**src/rtl/clint.sv**
```systemverilog
// Core-local interruptor: msip, mtimecmp and a prescaled 64-bit mtime behind a
// zero-latency memory-mapped port, driving MTIP/MSIP into the trap logic.
module clint #(
    parameter int unsigned XLEN         = 32,
    parameter int unsigned BYTE_WIDTH   = 8,
    parameter int unsigned TICK_DIV     = 1,
    parameter logic [63:0] MTIMECMP_RST = 64'hFFFF_FFFF_FFFF_FFFF
) (
    input  logic                       i_clk,
    input  logic                       i_rst_n,
    input  logic [XLEN-1:0]            i_addr,
    input  logic [XLEN-1:0]            i_wdata,
    input  logic [XLEN/BYTE_WIDTH-1:0] i_wstrb,
    input  logic                       i_we,
    output logic [XLEN-1:0]            o_rdata,
    output logic [63:0]                o_mtime,
    output logic                       o_irq_timer,
    output logic                       o_irq_soft
);
    localparam int unsigned NB = XLEN / BYTE_WIDTH;
    localparam int unsigned CW = (TICK_DIV > 1) ? $clog2(TICK_DIV) : 1;

    localparam logic [XLEN-1:0] ADDR_MSIP   = XLEN'(32'h0000);
    localparam logic [XLEN-1:0] ADDR_CMP_LO = XLEN'(32'h4000);
    localparam logic [XLEN-1:0] ADDR_CMP_HI = XLEN'(32'h4004);
    localparam logic [XLEN-1:0] ADDR_MT_LO  = XLEN'(32'hBFF8);
    localparam logic [XLEN-1:0] ADDR_MT_HI  = XLEN'(32'hBFFC);

    logic [63:0]   r_mtime;
    logic [63:0]   r_mtimecmp;
    logic          r_msip;
    logic          r_irq_timer;
    logic [CW-1:0] r_cnt;

    logic [XLEN-1:0] w_off;
    logic            w_tick;
    logic            w_we_msip, w_we_cmp_lo, w_we_cmp_hi, w_we_mt_lo, w_we_mt_hi;
    logic            w_unused_addr;

    // Word-aligned offset; the two byte-offset bits never participate in decode.
    assign w_off         = {i_addr[XLEN-1:2], 2'b00};
    assign w_unused_addr = ^i_addr[1:0];

    assign w_tick      = (r_cnt == CW'(TICK_DIV - 1));
    assign w_we_msip   = i_we && (w_off == ADDR_MSIP);
    assign w_we_cmp_lo = i_we && (w_off == ADDR_CMP_LO);
    assign w_we_cmp_hi = i_we && (w_off == ADDR_CMP_HI);
    assign w_we_mt_lo  = i_we && (w_off == ADDR_MT_LO);
    assign w_we_mt_hi  = i_we && (w_off == ADDR_MT_HI);

    function automatic logic [31:0] merge(input logic [31:0]      old,
                                          input logic [XLEN-1:0] data,
                                          input logic [NB-1:0]   strb);
        logic [31:0] res;
        res = old;
        for (int k = 0; k < 4; k++) begin
            if (strb[k]) res[8*k +: 8] = data[8*k +: 8];
        end
        return res;
    endfunction

    always_ff @(posedge i_clk) begin
        if (!i_rst_n) begin
            r_mtime     <= '0;
            r_mtimecmp  <= MTIMECMP_RST;
            r_msip      <= 1'b0;
            r_irq_timer <= 1'b0;
            r_cnt       <= '0;
        end else begin
            r_irq_timer <= (r_mtime >= r_mtimecmp);
            r_cnt       <= w_tick ? '0 : r_cnt + CW'(1);

            // A write to either mtime word suppresses this cycle's increment.
            if (w_we_mt_lo) begin
                r_mtime <= {r_mtime[63:32], merge(r_mtime[31:0], i_wdata, i_wstrb)};
            end else if (w_we_mt_hi) begin
                r_mtime <= {merge(r_mtime[63:32], i_wdata, i_wstrb), r_mtime[31:0]};
            end else if (w_tick) begin
                r_mtime <= r_mtime + 64'd1;
            end

            if (w_we_cmp_lo) begin
                r_mtimecmp[31:0] <= merge(r_mtimecmp[31:0], i_wdata, i_wstrb);
            end
            if (w_we_cmp_hi) begin
                r_mtimecmp[63:32] <= merge(r_mtimecmp[63:32], i_wdata, i_wstrb);
            end
            if (w_we_msip && i_wstrb[0]) begin
                r_msip <= i_wdata[0];
            end
        end
    end

    always_comb begin
        o_rdata = '0;
        case (w_off)
            ADDR_MSIP:   o_rdata = XLEN'(r_msip);
            ADDR_CMP_LO: o_rdata = XLEN'(r_mtimecmp[31:0]);
            ADDR_CMP_HI: o_rdata = XLEN'(r_mtimecmp[63:32]);
            ADDR_MT_LO:  o_rdata = XLEN'(r_mtime[31:0]);
            ADDR_MT_HI:  o_rdata = XLEN'(r_mtime[63:32]);
            default:     o_rdata = '0;
        endcase
    end

    assign o_mtime     = r_mtime;
    assign o_irq_timer = r_irq_timer;
    assign o_irq_soft  = r_msip;
endmodule

```
**config.mk**
```make
export PLATFORM = sky130hd
export DESIGN_NAME = clint
export DESIGN_NICKNAME = d
export VERILOG_FILES = /design/src/rtl/clint.sv
export SDC_FILE = /design/constraint.sdc
export NUM_CORES = 1
export LEC_CHECK = 0
export BUFFER_PORTS_ARGS = -buffer_cell sky130_fd_sc_hd__buf_4
export CORE_MARGIN = 5
export CORE_UTILIZATION = 55
export DETAILED_ROUTE_END_ITERATION = 16
export GPL_TIMING_DRIVEN = 0
export PLACE_DENSITY = 0.79
export SYNTH_ARGS = -nofsm -noshare
export SYNTH_HDL_FRONTEND = slang
export SYNTH_SLANG_ARGS = --single-unit
```
**constraint.sdc**
```tcl
create_clock -name i_clk -period 2.8 [get_ports i_clk]
set_input_delay 0.28 -clock i_clk [delete_from_list [all_inputs] [get_ports i_clk]]
set_output_delay 0.28 -clock i_clk [all_outputs]
set_load 0.02 [all_outputs]
```
==> flow_summary.html <==
<table>
<tr><th>Metric</th><th>Value</th></tr>
<tr><th colspan="2">Timing</th></tr>
<tr><td>RSZ-0062 raised after global routing</td><td>true</td></tr>
<tr><td>Crit share post-route</td><td>99.9%</td></tr>
<tr><td>Final count of pins violating max slew</td><td>0</td></tr>
<tr><td>Final worst path period need</td><td>2.80 ns</td></tr>
<tr><td>Rel. slew slack</td><td>10.0%</td></tr>
<tr><td>Setup skew after layout</td><td>0.0123 ns</td></tr>
<tr><td>Slew of the pin with the lowest slew margin</td><td>between 1 and 1.5 ns</td></tr>
<tr><td>Count of final setup violators</td><td>0</td></tr>
<tr><td>Upper clock frequency limit</td><td>0.358 GHz</td></tr>
<tr><td>Hold violation count in the final report</td><td>0</td></tr>
<tr><th colspan="2">Pwr</th></tr>
<tr><td>Cell area power density</td><td>~380 nW/um^2</td></tr>
<tr><td>Net switching power</td><td>~1.2 mW</td></tr>
<tr><td>Leakage dissipation</td><td>roughly 6.0 nW</td></tr>
<tr><td>Part of the power in registers</td><td>between 40% and 50%</td></tr>
<tr><td>Relative contribution of the clock network to total power</td><td>approximately 50%</td></tr>
<tr><td>Proportion of power drawn by combinational gates</td><td>approximately 8.4%</td></tr>
<tr><td>Design internal power</td><td>~3.2 mW</td></tr>
<tr><td>Net switching fraction of the power</td><td>roughly 28%</td></tr>
<tr><td>Maximum resistive drop on vdd</td><td>between 0.0004 and 0.0005 V</td></tr>
<tr><th colspan="2">Critical path</th></tr>
<tr><td>First element of the critical path</td><td>i_addr[14]</td></tr>
<tr><td>Most numerous cell on the critical path</td><td>buf_2</td></tr>
<tr><td>Arrival time of data at the critical path endpoint</td><td>a little over 3 ns</td></tr>
<tr><td>Largest delay share family, worst path</td><td>simple AND/OR/NAND/NOR gates</td></tr>
<tr><td>Slowest Stage Delay on Critical Path</td><td>about 0.65 ns</td></tr>
<tr><td>Required @ worst endpoint</td><td>around 3 ns</td></tr>
<tr><td>Startpoint of the worst register-to-register path</td><td>o_mtime[19]</td></tr>
<tr><td>Combined buffer and inverter count along the critical path</td><td>3</td></tr>
<tr><td>Ordered cell list for the critical path</td><td>buf_4, or3_4, or4_1, buf_2, nor4_4, a21oi_2, buf_2, a311oi_1, nor3_1</td></tr>
<tr><td>Slowest stage cell, crit path</td><td>nor4_4</td></tr>
<tr><td>Worst-path maximum fanout</td><td>10</td></tr>
<tr><td>Worst Setup Start Kind</td><td>primary input</td></tr>
<tr><td>Crit path kind</td><td>primary input to register</td></tr>
<tr><td>Endpoint class of the critical path</td><td>register</td></tr>
<tr><th colspan="2">Placed design</th></tr>
<tr><td>IO Port Bufs</td><td>~160</td></tr>
<tr><td>Detailed placer's ending HPWL</td><td>~32 mm</td></tr>
<tr><td>Placed Instances</td><td>1,582</td></tr>
<tr><td>Post-placement cell area</td><td>between 10,000 and 15,000 sq um</td></tr>
<tr><td>Final weighted congestion of routability-driven global placement</td><td>about 1.0</td></tr>
<tr><th colspan="2">GRT</th></tr>
<tr><td>Initial antenna violation count</td><td>1</td></tr>
<tr><td>Total global routing overflow</td><td>0</td></tr>
<tr><td>Overall Global Routing Usage</td><td>42.9%</td></tr>
<tr><td>Global-route wire length before repair</td><td>around 65 mm</td></tr>
<tr><td>Largest net degree at the start of global routing</td><td>17</td></tr>
<tr><td>Number of global-route vias before repair</td><td>approximately 11,000</td></tr>
<tr><th colspan="2">Drt</th></tr>
<tr><td>Number of DRC violations after detailed-routing iteration 0</td><td>roughly 1,800</td></tr>
<tr><td>Final routed wire length divided by cell count</td><td>about 27 um</td></tr>
<tr><td>Average vias per placed instance</td><td>about 7.0</td></tr>
<tr><td>Number of nets with antenna violations after routing</td><td>0</td></tr>
<tr><td>Total iterations of the first detailed-routing run</td><td>7</td></tr>
<tr><td>Via count of the routed design</td><td>11,300</td></tr>
<tr><td>Routed wire length</td><td>roughly 44 mm</td></tr>
<tr><td>Post-detailed-route DRC marker count</td><td>0</td></tr>
<tr><th colspan="2">Logic synthesis</th></tr>
<tr><td>Per-instance average area after synthesis</td><td>slightly below 8 sq um</td></tr>
<tr><td>Ys flop type</td><td>dfxtp_1</td></tr>
<tr><td>Post-synthesis register bit count</td><td>between 100 and 150</td></tr>
<tr><td>Sequential share of the synthesized area</td><td>between 20% and 30%</td></tr>
<tr><td>Synthesized netlist net count</td><td>around 1,300</td></tr>
<tr><td>Post-synth EDFFs</td><td>0</td></tr>
<tr><td>Distinct cell type count of the synthesized netlist</td><td>71</td></tr>
<tr><td>Count of warnings emitted by yosys</td><td>0</td></tr>
<tr><td>Post-synthesis async set-or-reset flop share</td><td>0%</td></tr>
<tr><td>Gate count of the mapped netlist</td><td>1,196</td></tr>
<tr><td>Post-Syn Area</td><td>between 9000 and 10,000 sq um</td></tr>
<tr><th colspan="2">Final layout</th></tr>
<tr><td>Commonest non-fill, non-tap cells in the layout</td><td>174 x buf_4, 129 x dfxtp_1, 128 x nand2_1</td></tr>
<tr><td>Commonest non-fill, non-tap cell in the layout</td><td>buf_4</td></tr>
<tr><td>Layout cell share with drive strength beyond 1</td><td>20.4%</td></tr>
<tr><td>Layout overhead on the synthesized area</td><td>24.3%</td></tr>
<tr><td>Nets</td><td>~1,500</td></tr>
<tr><td>Post-layout instance area</td><td>~12,000 sq um</td></tr>
<tr><td>Finished Layout Cells</td><td>between 1,500 and 2,000</td></tr>
<tr><td>Count of antenna diodes in the layout</td><td>0</td></tr>
<tr><th colspan="2">Die</th></tr>
<tr><td>Total die area</td><td>between 15,000 and 20,000 sq um</td></tr>
<tr><td>I/O pin count</td><td>169</td></tr>
<tr><td>Die span in y</td><td>141 um</td></tr>
<tr><td>Site row count</td><td>between 40 and 50</td></tr>
<tr><td>Starting utilization of the core area</td><td>a little under three fifths</td></tr>
<tr><td>Overall die width</td><td>~140 um</td></tr>
<tr><td>CORE AREA</td><td>17,100 sq um</td></tr>
<tr><th colspan="2">Clock tree</th></tr>
<tr><td>Clock tree sinks</td><td>about 130</td></tr>
<tr><td>Worst-Skew Late Latency</td><td>roughly 0.44 ns</td></tr>
<tr><td>TritonCTS clock tree</td><td>built</td></tr>
<tr><td>Clock transition at the register clock pins on the worst setup and hold paths after CTS</td><td>0.06 ns</td></tr>
<tr><td>Clock root buffer</td><td>clkbuf_16</td></tr>
<tr><td>Max Buffers Root-to-Sink</td><td>2</td></tr>
<tr><td>Number of H-tree levels</td><td>4</td></tr>
<tr><td>Number of hold-repair buffers added at the cts stage</td><td>0</td></tr>
<tr><td>Cts bufs inserted</td><td>17</td></tr>
<tr><th colspan="2">Worst hold path</th></tr>
<tr><td>Worst hold path type</td><td>primary input to register</td></tr>
<tr><td>Min-delay src</td><td>i_wdata[6]</td></tr>
<tr><th colspan="2">Status</th></tr>
<tr><td>Status</td><td>finished clean</td></tr>
<tr><th colspan="2">Run</th></tr>
<tr><td>Max cap viols</td><td>0</td></tr>
</table>
==> sequential cells by signal (all words and copies together), names as in the netlist <==
name / count
r_mtimecmp: 64
o_irq_timer: 1
o_irq_soft: 1
r_cnt: 1
o_mtime: 64
==> metal layers <==
layer  vias to the layer above  share of wire (%)  track usage, %
li1                       4889                  -               -
met1                      5248                 37            55.2
met2                       941                 42            64.8
met3                       222                 14            11.2
met4                         2                6.8            25.5
met5                         -              0.025               0
==> tightest hold or removal path, delay by kind of cell <==
kind | cells | cell delay, ns
AND/OR/NAND/NOR | 1 | 0.06
buffers and inverters | 1 | 0.10
multiplexers | 1 | 0.06
==> path summary, 6_finish.rpt <==
| kind | endpoint | slack [ns] | cells past startpoint |
|---|---|---|---|
| max | o_mtime[28] | 0.004 | 9 |
| min | r_mtimecmp[6] | 0.09 | 3 |
| max reg2reg | o_mtime[47] | 0.01 | 7 |
| min reg2reg | r_mtimecmp[24] | 0.51 | 2 |
==> power by group through the flow <==
stage / sequential (mW) / clock, mW / combinational [mW]
after floorplan: 1.92 / 0 / 0.139
after global placement: 1.91 / 0 / 0.343
after detailed placement: 1.91 / 0 / 0.345
after CTS: 1.87 / 2.17 / 0.347
after global routing: 1.87 / 2.25 / 0.377
final: 1.87 / 2.19 / 0.373
==> area by class of cell <==
cell class                      instances  area (sq um)
Buffer                                 69           325
Timing Repair Buffer                  170          1280
Clock buffer                           17           425
Inverter                               75           282
Clock inverter                         15           133
Sequential cell                       131          2630
Multi-Input combinational cell        917          6450
Tap cell                              225           282
Fill cell                            1444          5310
==> cells in the mapped netlist, types with 3 or more instances <==
cell type	count	share of area (%)
a211oi_1	5	0.40
a21boi_0	5	0.40
a21o_1	22	1.7
a21oi_1	96	5.1
a21oi_2	3	0.28
a221oi_1	13	1.2
a22o_1	7	0.65
a22oi_1	5	0.40
a31o_2	4	0.37
a31oi_1	18	1.2
a32oi_1	6	0.55
a41oi_1	7	0.65
and2_1	14	0.92
and3_1	18	1.2
and4_1	15	1.4
buf_2	7	0.37
clkbuf_1	60	2.4
dfxtp_1	131	28
ha_1	65	8.6
inv_1	74	2.9
mux2i_1	113	12
nand2_1	129	5.1
nand3_1	48	2.5
nand4_1	35	2.3
nor2_1	44	1.7
nor3_1	26	1.4
nor4_1	29	1.9
o211a_1	6	0.63
o211ai_1	9	0.71
o21a_1	10	0.79
o21ai_0	63	3.3
o21bai_1	3	0.24
o221a_2	12	1.4
o22ai_1	29	1.9
o31a_1	3	0.28
o31ai_1	5	0.40
or3_1	9	0.59
or4_1	6	0.47
==> through the flow <==
stage | setup TNS (ns) | utilization, % | hold slack, ns | power [mW] | worst slack (ns)
floorplan | 0 | - | 0.405 | 2.05 | 0.0248
global placement | -69.12 | 64.2 | 0.483 | 2.26 | -1.23
detailed placement | -73.23 | 64.2 | 0.492 | 2.26 | -1.23
CTS | -0.0329 | 68.1 | 0.0953 | 4.39 | -0.0165
global route | -0.0466 | 69.0 | 0.107 | 4.50 | -0.0325
finish | 0 | 69.0 | 0.0930 | 4.44 | 0.00358
==> logic make-up after synthesis <==
kind of cell,after synthesis,synth area share (%)
mux,113,11.9
compound gates,350,24.6
other cells,1,0.0395
buf+inv,148,6.18
simple gates,388,21.0
flops,131,27.6
fa+ha+maj,65,8.57
==> what timing repair did <==
| action | 4_1_cts | 5_1_grt |
|---|---|---|
| buffers inserted | 2 | 7 |
| resized for setup | 32 | 28 |
| endpoints found under the setup margin | 121 | 79 |
| pin swaps | 3 | 4 |
No activity file was read; power rests on OpenSTA's default activity.
